### config.mk
export PLATFORM = sky130hd
export DESIGN_NAME = y86_mem_arbiter
export DESIGN_NICKNAME = d
export VERILOG_FILES = /design/src/rtl/y86_mem_arbiter.sv
export SDC_FILE = /design/constraint.sdc
export NUM_CORES = 1
export LEC_CHECK = 0
export ABC_AREA = 1
export BUFFER_PORTS_ARGS = -buffer_cell sky130_fd_sc_hd__buf_2
export CAP_MARGIN = 20
export CORE_AREA = 2 2 182 184
export DETAILED_ROUTE_END_ITERATION = 8
export DIE_AREA = 0 0 184 186
export HOLD_SLACK_MARGIN = 0.08
export SLEW_MARGIN = 20
export SYNTH_ARGS = -nofsm -noshare
export SYNTH_HDL_FRONTEND = slang
export SYNTH_SLANG_ARGS = --single-unit
### constraint.sdc
create_clock -name clock -period 4.49 [get_ports clock]
set_clock_uncertainty 0.15 [all_clocks]
set_input_delay 0.449 -clock clock [delete_from_list [all_inputs] [get_ports clock]]
set_output_delay 0.449 -clock clock [all_outputs]
set_load 0.01 [all_outputs]
### src/rtl/y86_mem_arbiter.sv
// Shares the single-port Y86 data memory between fetch (read-only) and the memory stage.
// One access in flight; out-of-range addresses are answered with err and never reach memory.
module y86_mem_arbiter #(
  parameter int ADDR_W    = 64,
  parameter int DEPTH     = 1024,
  parameter int MEM_LAT   = 2,
  parameter int DATA_PRIO = 0
) (
  input  logic                     clock,
  input  logic                     reset_n,
  input  logic                     f_req,
  input  logic [ADDR_W-1:0]        f_addr,
  output logic                     f_gnt,
  output logic                     f_rvalid,
  output logic [63:0]              f_rdata,
  output logic                     f_err,
  input  logic                     d_req,
  input  logic                     d_we,
  input  logic [ADDR_W-1:0]        d_addr,
  input  logic [63:0]              d_wdata,
  output logic                     d_gnt,
  output logic                     d_rvalid,
  output logic [63:0]              d_rdata,
  output logic                     d_err,
  output logic                     mem_en,
  output logic                     mem_we,
  output logic [$clog2(DEPTH)-1:0] mem_addr,
  output logic [63:0]              mem_wdata,
  input  logic [63:0]              mem_rdata
);
  localparam int AW = $clog2(DEPTH);
  localparam int CW = $clog2(MEM_LAT + 1);

  localparam logic [1:0] IDLE  = 2'd0;
  localparam logic [1:0] ISSUE = 2'd1;
  localparam logic [1:0] WAIT  = 2'd2;
  localparam logic [1:0] RESP  = 2'd3;

  logic [1:0]        state;
  logic [CW-1:0]     cnt;
  logic              own_d, last_d, we_q, oor_q;
  logic [AW-1:0]     addr_q;
  logic [63:0]       wdata_q;
  logic [63:0]       f_rdata_q, d_rdata_q;
  logic              f_err_q, d_err_q;
  logic              pick_d;
  logic [ADDR_W-1:0] sel_addr;

  // last_d=0 after reset means fetch counts as last granted, so data wins the first tie
  always_comb begin
    pick_d = d_req;
    if (f_req && d_req) pick_d = (DATA_PRIO != 0) || !last_d;
    sel_addr = pick_d ? d_addr : f_addr;
  end

  always_ff @(posedge clock or negedge reset_n) begin
    if (!reset_n) begin
      state     <= IDLE;
      cnt       <= '0;
      own_d     <= 1'b0;
      last_d    <= 1'b0;
      we_q      <= 1'b0;
      oor_q     <= 1'b0;
      addr_q    <= '0;
      wdata_q   <= '0;
      f_rdata_q <= '0;
      d_rdata_q <= '0;
      f_err_q   <= 1'b0;
      d_err_q   <= 1'b0;
    end else begin
      case (state)
        IDLE: if (f_req || d_req) begin
          state   <= ISSUE;
          own_d   <= pick_d;
          last_d  <= pick_d;
          we_q    <= pick_d & d_we;
          addr_q  <= sel_addr[AW-1:0];
          wdata_q <= pick_d ? d_wdata : 64'd0;
          oor_q   <= sel_addr >= ADDR_W'(DEPTH);
        end
        ISSUE: begin
          if (oor_q) begin
            state <= RESP;
            if (own_d) begin d_rdata_q <= '0; d_err_q <= 1'b1; end
            else       begin f_rdata_q <= '0; f_err_q <= 1'b1; end
          end else if (we_q) begin
            state <= IDLE;
          end else begin
            state <= WAIT;
            cnt   <= CW'(MEM_LAT);
          end
        end
        WAIT: begin
          if (cnt == CW'(1)) begin
            state <= RESP;
            if (own_d) begin d_rdata_q <= mem_rdata; d_err_q <= 1'b0; end
            else       begin f_rdata_q <= mem_rdata; f_err_q <= 1'b0; end
          end else begin
            cnt <= cnt - CW'(1);
          end
        end
        default: state <= IDLE;
      endcase
    end
  end

  assign f_gnt     = (state == ISSUE) && !own_d;
  assign d_gnt     = (state == ISSUE) &&  own_d;
  assign mem_en    = (state == ISSUE) && !oor_q;
  assign mem_we    = mem_en && we_q;
  assign mem_addr  = mem_en ? addr_q : '0;
  assign mem_wdata = mem_en ? wdata_q : '0;
  assign f_rvalid  = (state == RESP) && !own_d;
  assign d_rvalid  = (state == RESP) &&  own_d;
  assign f_rdata   = f_rdata_q;
  assign f_err     = f_err_q;
  assign d_rdata   = d_rdata_q;
  assign d_err     = d_err_q;
endmodule
-- After elaboration in Yosys (flattened, before gate mapping)
Cells that the tools add are included.
- register bits: 211
- input bits: 261
- output and inout bits: 210
- word-level logic and storage cells: 79
- add/subtract/negate cells: 1
- $lt $le $gt $ge: 1
- eq/ne operators: 14
- multiplexer cells: 34
- bitwise gates (word level): 1
- reduce and logical (&&, ||, !) cells: 17
- operator list (operator ; count):
    two-way mux 64 bit ; 11
    case mux 64 bit (2 select lines) ; 2
    >= comparator 64 x 11 -> 1 bit, second input constant ; 1
    != test 2 bit, second input constant ; 10
    two-way mux 2 bit ; 7
    two-way mux 10 bit ; 1
    AND reduction 5 bit ; 2
    two-way mux 1 bit ; 9
    logical AND 1 bit ; 7
    case mux 2 bit (3 select lines) ; 1
    equality test 2 x 1 -> 1 bit, second input constant ; 2
    equality test 2 bit, second input constant ; 2
    case mux 1 bit (2 select lines) ; 2
    case mux 2 bit (2 select lines) ; 1
    AND reduction 2 bit ; 2
    AND reduction 4 bit ; 1
    logical NOT 1 bit ; 2
    logical NOT 2 bit ; 1
    nonzero test 2 bit ; 1
    subtractor 2 x 1 -> 2 bit, second input constant ; 1
    bitwise AND 1 bit ; 1
    logical OR 1 bit ; 1

-- Depth between registers and ports, before layout
Gate-level depths: netlist of the first run.
- depth after elaboration: 4
- mapped depth: 10
- depth with buffers taken out: 10

-- Least setup slack after synthesis of the first run
Ideal clock, no wire load.
- kind: register to output
- from: register state[0]
- to: output mem_wdata[13]
- arrival: 1394 ps
- required time: 3891 ps
- setup slack: 2497 ps
- stages on the path, launching flop included: 9
- path buffers: 2
- path through: dfrtp_1 -> inv_2 -> nor2_2 -> inv_2 -> nor2_4 -> inv_1 -> buf_2 -> buf_1 -> nor2_1
- word-level cells in the longest chain between the ends: 3
- ends and longest elaborated chain (what ; RTL line ; RTL):
    start, declared ; 39 ; logic [1:0] state;
    start signal, assigned ; 58 ; state <= IDLE;
    start signal, assigned ; 73 ; state <= ISSUE;
    start signal, assigned ; 83 ; state <= RESP;
    equality test 2 x 1 -> 1 bit ; 109 ; assign mem_en = (state == ISSUE) && !oor_q;
    logical AND 1 bit ; 109 ;
    net mem_en ; 25 ; output logic mem_en,
    two-way mux 64 bit ; 112 ; assign mem_wdata = mem_en ? wdata_q : '0;
    end, declared ; 28 ; output logic [63:0] mem_wdata,
The timed path passes the listed nets, and every way through them passes these cells.

-- Worst setup path in the final report of the first run
- from: register last_d
- to: register addr_q[3]
- word-level cells in the longest chain between the ends: 3
- ends and longest elaborated chain (what ; RTL line ; RTL):
    start, declared ; 41 ; logic own_d, last_d, we_q, oor_q;
    start signal, assigned ; 75 ; last_d <= pick_d;
    logical NOT 1 bit ; - ;
    two-way mux 1 bit ; 52 ; if (f_req && d_req) pick_d = (DATA_PRIO != 0) || !last_d;
    two-way mux 64 bit ; 53 ; sel_addr = pick_d ? d_addr : f_addr;
    end signal, assigned ; 77 ; addr_q <= sel_addr[AW-1:0];
    end, declared ; 42 ; logic [AW-1:0] addr_q;
No other way between the ends.
A chain may end at the register's enable or synchronous reset.

==> impl_metrics.tcl, run 1 <==
set metrics [dict create \
    setup_tns_ns 0 \
    critPathLaunchType "flip-flop" \
    max_freq_mhz 342.3 \
    slowest_delay_ns 0.83 \
    fill_cells 3121 \
    critPathBufInv 2 \
    syn_nets 1340 \
    holdWs_ns 0.09583 \
    total_leakage_power_nw 7.140 \
    worst_path_max_delay_cell "inv_2" \
    cp_cell_sequence "nand2_1 > nand2_1 > inv_2 > o21ai_0 > o22ai_1 > dlygate4sd3_1" \
    yosys_warnings 0 \
    final_common_cell "buf_2" \
    antenna_found_initial 1 \
    cp_max_fo 53 \
    setup_ws_ns 1.569 \
    period_needed_ns 2.921 \
    first_pass_iters 5 \
    rsz0062_at_grt "no" \
    grt_pass1_vias 9263 \
    floorplan.initialDensity_pct 28.35 \
    maxCapViolCount 0 \
    cts_hold_buf 125 \
    crit_type "reg -> reg" \
    netlist_instances 1078 \
    powerDensity_nw_per_um2 537.2 \
    ys_ff_latch 211 \
    cp-end-kind "flip-flop" \
    num_rows 66 \
    tightestPinTransition_ns 0.9048 \
    finalCritPeriodShare_pct 65.07 \
    dp_cells 1904 \
    die_h_um 186 \
    grt_max_degree 131 \
    power_w 0.007415 \
    ant_nets 0 \
    num_vias 9173 \
    hp-class "in -> reg" \
    yosys.area.top_type_share_pct 57.83 \
    cp_common_cell "nand2_1" \
    routedWlPerCell_um 14.60 \
    grt_usage_pct 17.18 \
    cp.required_ns 4.79 \
    peakVddDrop_mv 0.3937 \
    post_cts.repair.setup_buffers 0 \
    core_area_um2 32210 \
    hpwlAfterDp_um 21100 \
    hold_violations 0 \
    synth.cell_area_um2 9130 \
    setup_violations 0 \
    avgSynthCellArea_um2 8.469 \
    drtIter0Drc 416 \
    cp_top_family "buffers and inverters" \
    status "complete, no violations" \
    cts_max_level 1 \
    drc 0 \
    io_pins 471 \
    cts_buffers 24 \
    grt.overflow.total 0 \
    routed_via_density 4.427 \
    slew_violations 0 \
    slew_headroom_pct 39.59 \
    port_buffers 470 \
    cts_max_path_buffers 3 \
    ys_seq_area_share_pct 57.83 \
    nets 1911 \
    cts_sinks 211 \
    mostFrequentLayoutCells "469 x buf_2, 235 x nand2_1, 211 x dfrtp_1" \
    grt_pass1_wl_um 47220 \
    synth_cell_types 25 \
    cp.arrival_ns 3.22 \
    drt_wl_total_um 30250 \
    cts_tree "yes" \
    ys_top_cells_by_area "dfrtp_1 58%, nand2_1 9.7%, o21ai_0 7.0%" \
    synth_area_leader_cell "dfrtp_1" \
    clkTransAtPathRegs_ns 0.06 \
    syn_to_final_growth_pct 51.19 \
    die_w_um 184 \
    layoutNonFillerInstCount 2072 \
    cts_resized 0 \
    cts_root_buf "clkbuf_16" \
    dieArea_um2 34220 \
    drive_above_1_share_pct 32.23 \
    gp_congestion 0.8638 \
    pre_cts_slack_ns 1.833 \
    clk_latency_ns 0.51 \
]
==> worst min-delay path: stages <==
cell	delay [ns]
buf_2	0.10
nand2_1	0.08
o21ai_0	0.08
==> power by group <==
group	leakage [nW]	total [W]	switching [W]	internal, W
logic	3.96	0.00271	0.00175	0.000961
registers	2.81	0.00282	0.000295	0.00253
clock network	0.365	0.00188	0.000762	0.00112
==> synth_stat cells <==
master / count
clkbuf_1: 28
a21oi_2: 1
inv_2: 4
o21ai_1: 82
nor2_1: 157
nand2_1: 235
ha_1: 1
nor2_4: 2
nor2_2: 2
o21ai_0: 127
dfrtp_1: 211
buf_6: 17
o22ai_1: 10
buf_2: 9
buf_1: 9
a21oi_1: 2
and2_0: 1
nor3_1: 1
nand3_1: 70
clkinv_1: 1
nor3_2: 1
inv_1: 99
buf_4: 5
nand3_2: 2
a311oi_1: 1
==> metal layers <==
metal  global-route usage, %  part of all wire, %
met1                   21.26                   42
met2                   28.74                   46
met3                   5.126                  9.6
met4                   5.536                  2.5
met5                       0                0.036
==> kinds of logic (layout without fill, tap and decap cells) <==
| group | count (synthesis) | after routing | share of synthesized area, % |
|---|---|---|---|
| and+or+nand+nor | 471 | 471 | 20.79 |
| AOI/OAI and AO/OA | 223 | 223 | 12.44 |
| buffers and inverters | 172 | 757 | 8.798 |
| other | 0 | 1 | 0 |
| adders and majority gates | 1 | 1 | 0.1370 |
| DFF | 211 | 211 | 57.83 |
==> worst paths after layout <==
check	start	to	slack (ns)	cells after the start
min	mem_rdata[6]	f_rdata[6]$_DFFE_PN0P_	0.1	3
max reg2reg	last_d$_DFFE_PN0P_	addr_q[3]$_DFFE_PN0P_	1.57	6
max	last_d$_DFFE_PN0P_	addr_q[3]$_DFFE_PN0P_	1.57	6
min reg2reg	f_rdata[15]$_DFFE_PN0P_	f_rdata[15]$_DFFE_PN0P_	0.33	2
max in group asynchronous	reset_n	wdata_q[49]$_DFFE_PN0P_	2.82	3
min in group asynchronous	reset_n	d_rdata[59]$_DFFE_PN0P_	0.37	2
==> final cells by class <==
class                           count  area (um2)  share of cell area [%]
Timing Repair Buffer              613        3797                   27.51
Clock buffer                       32       681.9                   4.940
Inverter                          104       390.4                   2.828
Sequential cell                   211        5280                   38.25
Antenna cell                        1       2.502                 0.01813
Clock inverter                      8       72.57                  0.5257
Multi-Input combinational cell    695        3068                   22.23
Tap cell                          408       510.5                   3.698
==> registers in the layout (all words and copies together) (netlist names) <==
name and flops:
wdata_q 64, state 2, we_q 1, d_rdata 64
cnt 2, f_rdata 64, d_err 1, addr_q 10
f_err 1, last_d 1, oor_q 1
==> per-stage QoR <==
stage                     cell area [um2]  util, %
after floorplan                      9130        -
after global placement              11760    36.52
after detailed placement            11780    36.56
after CTS                           13780    42.79
after global routing                13800    42.85
final                               13800    42.86
Note: power is estimated with default switching activity, not from simulation.
==> inputs of run 2 (changes only) <==
clock period = 2.6 ns   (was 4.49 ns; I/O delays follow)
==> impl_metrics.tcl, run 2 (synthesis results as in run 1) <==
set metrics [dict create \
    nets 1953 \
    drtIter0Drc 393 \
    mostFrequentLayoutCells "469 x buf_2, 235 x nand2_1, 211 x dfrtp_1" \
    cp_top_family "buffers and inverters" \
    grt_pass1_vias 9475 \
    maxCapViolCount 0 \
    grt_max_degree 76 \
    hold_depth 9 \
    first_pass_iters 5 \
    port_buffers 470 \
    setup_violations 0 \
    status "complete, no violations" \
    finalCritPeriodShare_pct 93.94 \
    tightestPinTransition_ns 0.7952 \
    drc 0 \
    cp.required_ns 2.19 \
    slowest_delay_ns 0.48 \
    cts_max_level 1 \
    cts_max_path_buffers 3 \
    setup_tns_ns 0 \
    power_w 0.01344 \
    total_leakage_power_nw 7.406 \
    routed_via_density 4.432 \
    reg2reg_from "last_d$_DFFE_PN0P_" \
    dp_cells 1920 \
    hp-class "in -> reg" \
    cp-end-kind "output port" \
    num_vias 9383 \
    worst_path_max_delay_cell "dfrtp_1" \
    grt.overflow.total 0 \
    ff2ff_path_depth 7 \
    slew_headroom_pct 46.99 \
    cp_cell_sequence "inv_2 > nor2_2 > inv_2 > nor2_4 > inv_2 > buf_12 > nor2_1 > buf_2" \
    num_rows 66 \
    cts_tree "yes" \
    holdWs_ns 0.1037 \
    cts_buffers 24 \
    floorplan.initialDensity_pct 28.35 \
    ant_nets 0 \
    clkTransAtPathRegs_ns 0.06 \
    peakVddDrop_mv 0.4440 \
    grt_pass1_wl_um 48430 \
    syn_to_final_growth_pct 56.98 \
    dieArea_um2 34220 \
    rrSetupSlack_ns 0.22 \
    rsz0062_at_grt "no" \
    slew_violations 0 \
    critPathBufInv 5 \
    cts_root_buf "clkbuf_16" \
    hold_violations 0 \
    hold_end "oor_q$_DFFE_PN0P_" \
    gp_congestion 0.8509 \
    die_w_um 184 \
    final_common_cell "buf_2" \
    rr_endpoint "addr_q[9]$_DFFE_PN0P_" \
    io_pins 471 \
    crit_cells 8 \
    cp.arrival_ns 2.03 \
    antenna_found_initial 2 \
    worstSetupStartpoint "state[0]$_DFFE_PN0P_" \
    die_h_um 186 \
    critPathLaunchType "flip-flop" \
    max_freq_mhz 409.4 \
    clk_latency_ns 0.51 \
    routedWlPerCell_um 14.75 \
    core_area_um2 32210 \
    cp_max_fo 75 \
    crit_type "reg -> out" \
    hp-start "d_addr[17]" \
    fill_cells 3143 \
    cts_sinks 211 \
    drt_wl_total_um 31240 \
    powerDensity_nw_per_um2 938.0 \
    cp_common_cell "inv_2" \
    grt_usage_pct 17.65 \
    drive_above_1_share_pct 32.55 \
    hpwlAfterDp_um 21920 \
    period_needed_ns 2.442 \
    layoutNonFillerInstCount 2117 \
]
run 2: changes by cell type in the layout (fill, tap and decap cells not counted), sizes merged:
| cell | previous run | this run |
|---|---|---|
| buf | 485 | 504 |
| clkinv | 4 | 5 |
| bufinv | 1 | 3 |
| clkbuf | 33 | 36 |
| dlygate4sd3 | 127 | 150 |
| clkinvlp | 3 | 0 |
run 2: per-stage QoR:
stage / util, % / instance area (um2) / worst slack (ns)
after floorplan: - / 9130 / 0.7961
after global placement: 37.18 / 11980 / 0.4441
after detailed placement: 37.18 / 11980 / 0.4392
after CTS: 44.39 / 14300 / 0.06610
after global routing: 44.49 / 14330 / 0.02736
final: 44.50 / 14330 / 0.1575
run 2: worst min-delay path: stages:
cell     delay, ns
buf_2         0.08
nor2_1        0.03
nand2_1       0.04
nor3_1        0.04
nand2_1       0.05
nand2_1       0.05
nand2_1       0.05
nor2_1        0.04
nor2_1        0.07
run 2: metal layers:
| layer | vias up | global-route usage [%] | routed length, um |
|---|---|---|---|
| li1 | 4639 | - | - |
| met3 | 47 | 4.637 | 2593 |
| met2 | 398 | 30.08 | 14620 |
| met1 | 4295 | 22.22 | 13420 |
| met5 | - | 0 | 30 |
| met4 | 4 | 4.576 | 573 |
run 2: layout make-up:
type / count / area, um2 / share of cell area (%)
clock buffers: 35 / 703.2 / 4.906
inverters: 104 / 390.4 / 2.724
well taps: 408 / 510.5 / 3.562
flip-flops and latches: 211 / 5280 / 36.84
clock inverters: 8 / 115.1 / 0.8031
diodes: 1 / 2.502 / 0.01746
repair buffers: 655 / 4263 / 29.74
multi-input cells: 695 / 3068 / 21.41
run 2: worst max path at each step:
stage                              endpoint
floorplan                     mem_wdata[13]
global placement    f_rdata[19]$_DFFE_PN0P_
detailed placement  f_rdata[24]$_DFFE_PN0P_
CTS                   addr_q[4]$_DFFE_PN0P_
global route                   mem_wdata[3]
finish                        mem_wdata[23]
run 2: timing repair:
| item | CTS | global route |
|---|---|---|
| buffers inserted | 0 | 3 |
| hold endpoints to repair | 282 | 0 |
| hold buffers | 150 | 0 |
| resized for setup | 0 | 0 |
| setup endpoints to repair | 0 | 5 |
run 2: report_power, final:
group,internal [W],switching [W],leakage (nW)
clock network,0.00216,0.00132,0.406
logic,0.00196,0.00313,4.19
registers,0.00437,0.000514,2.81
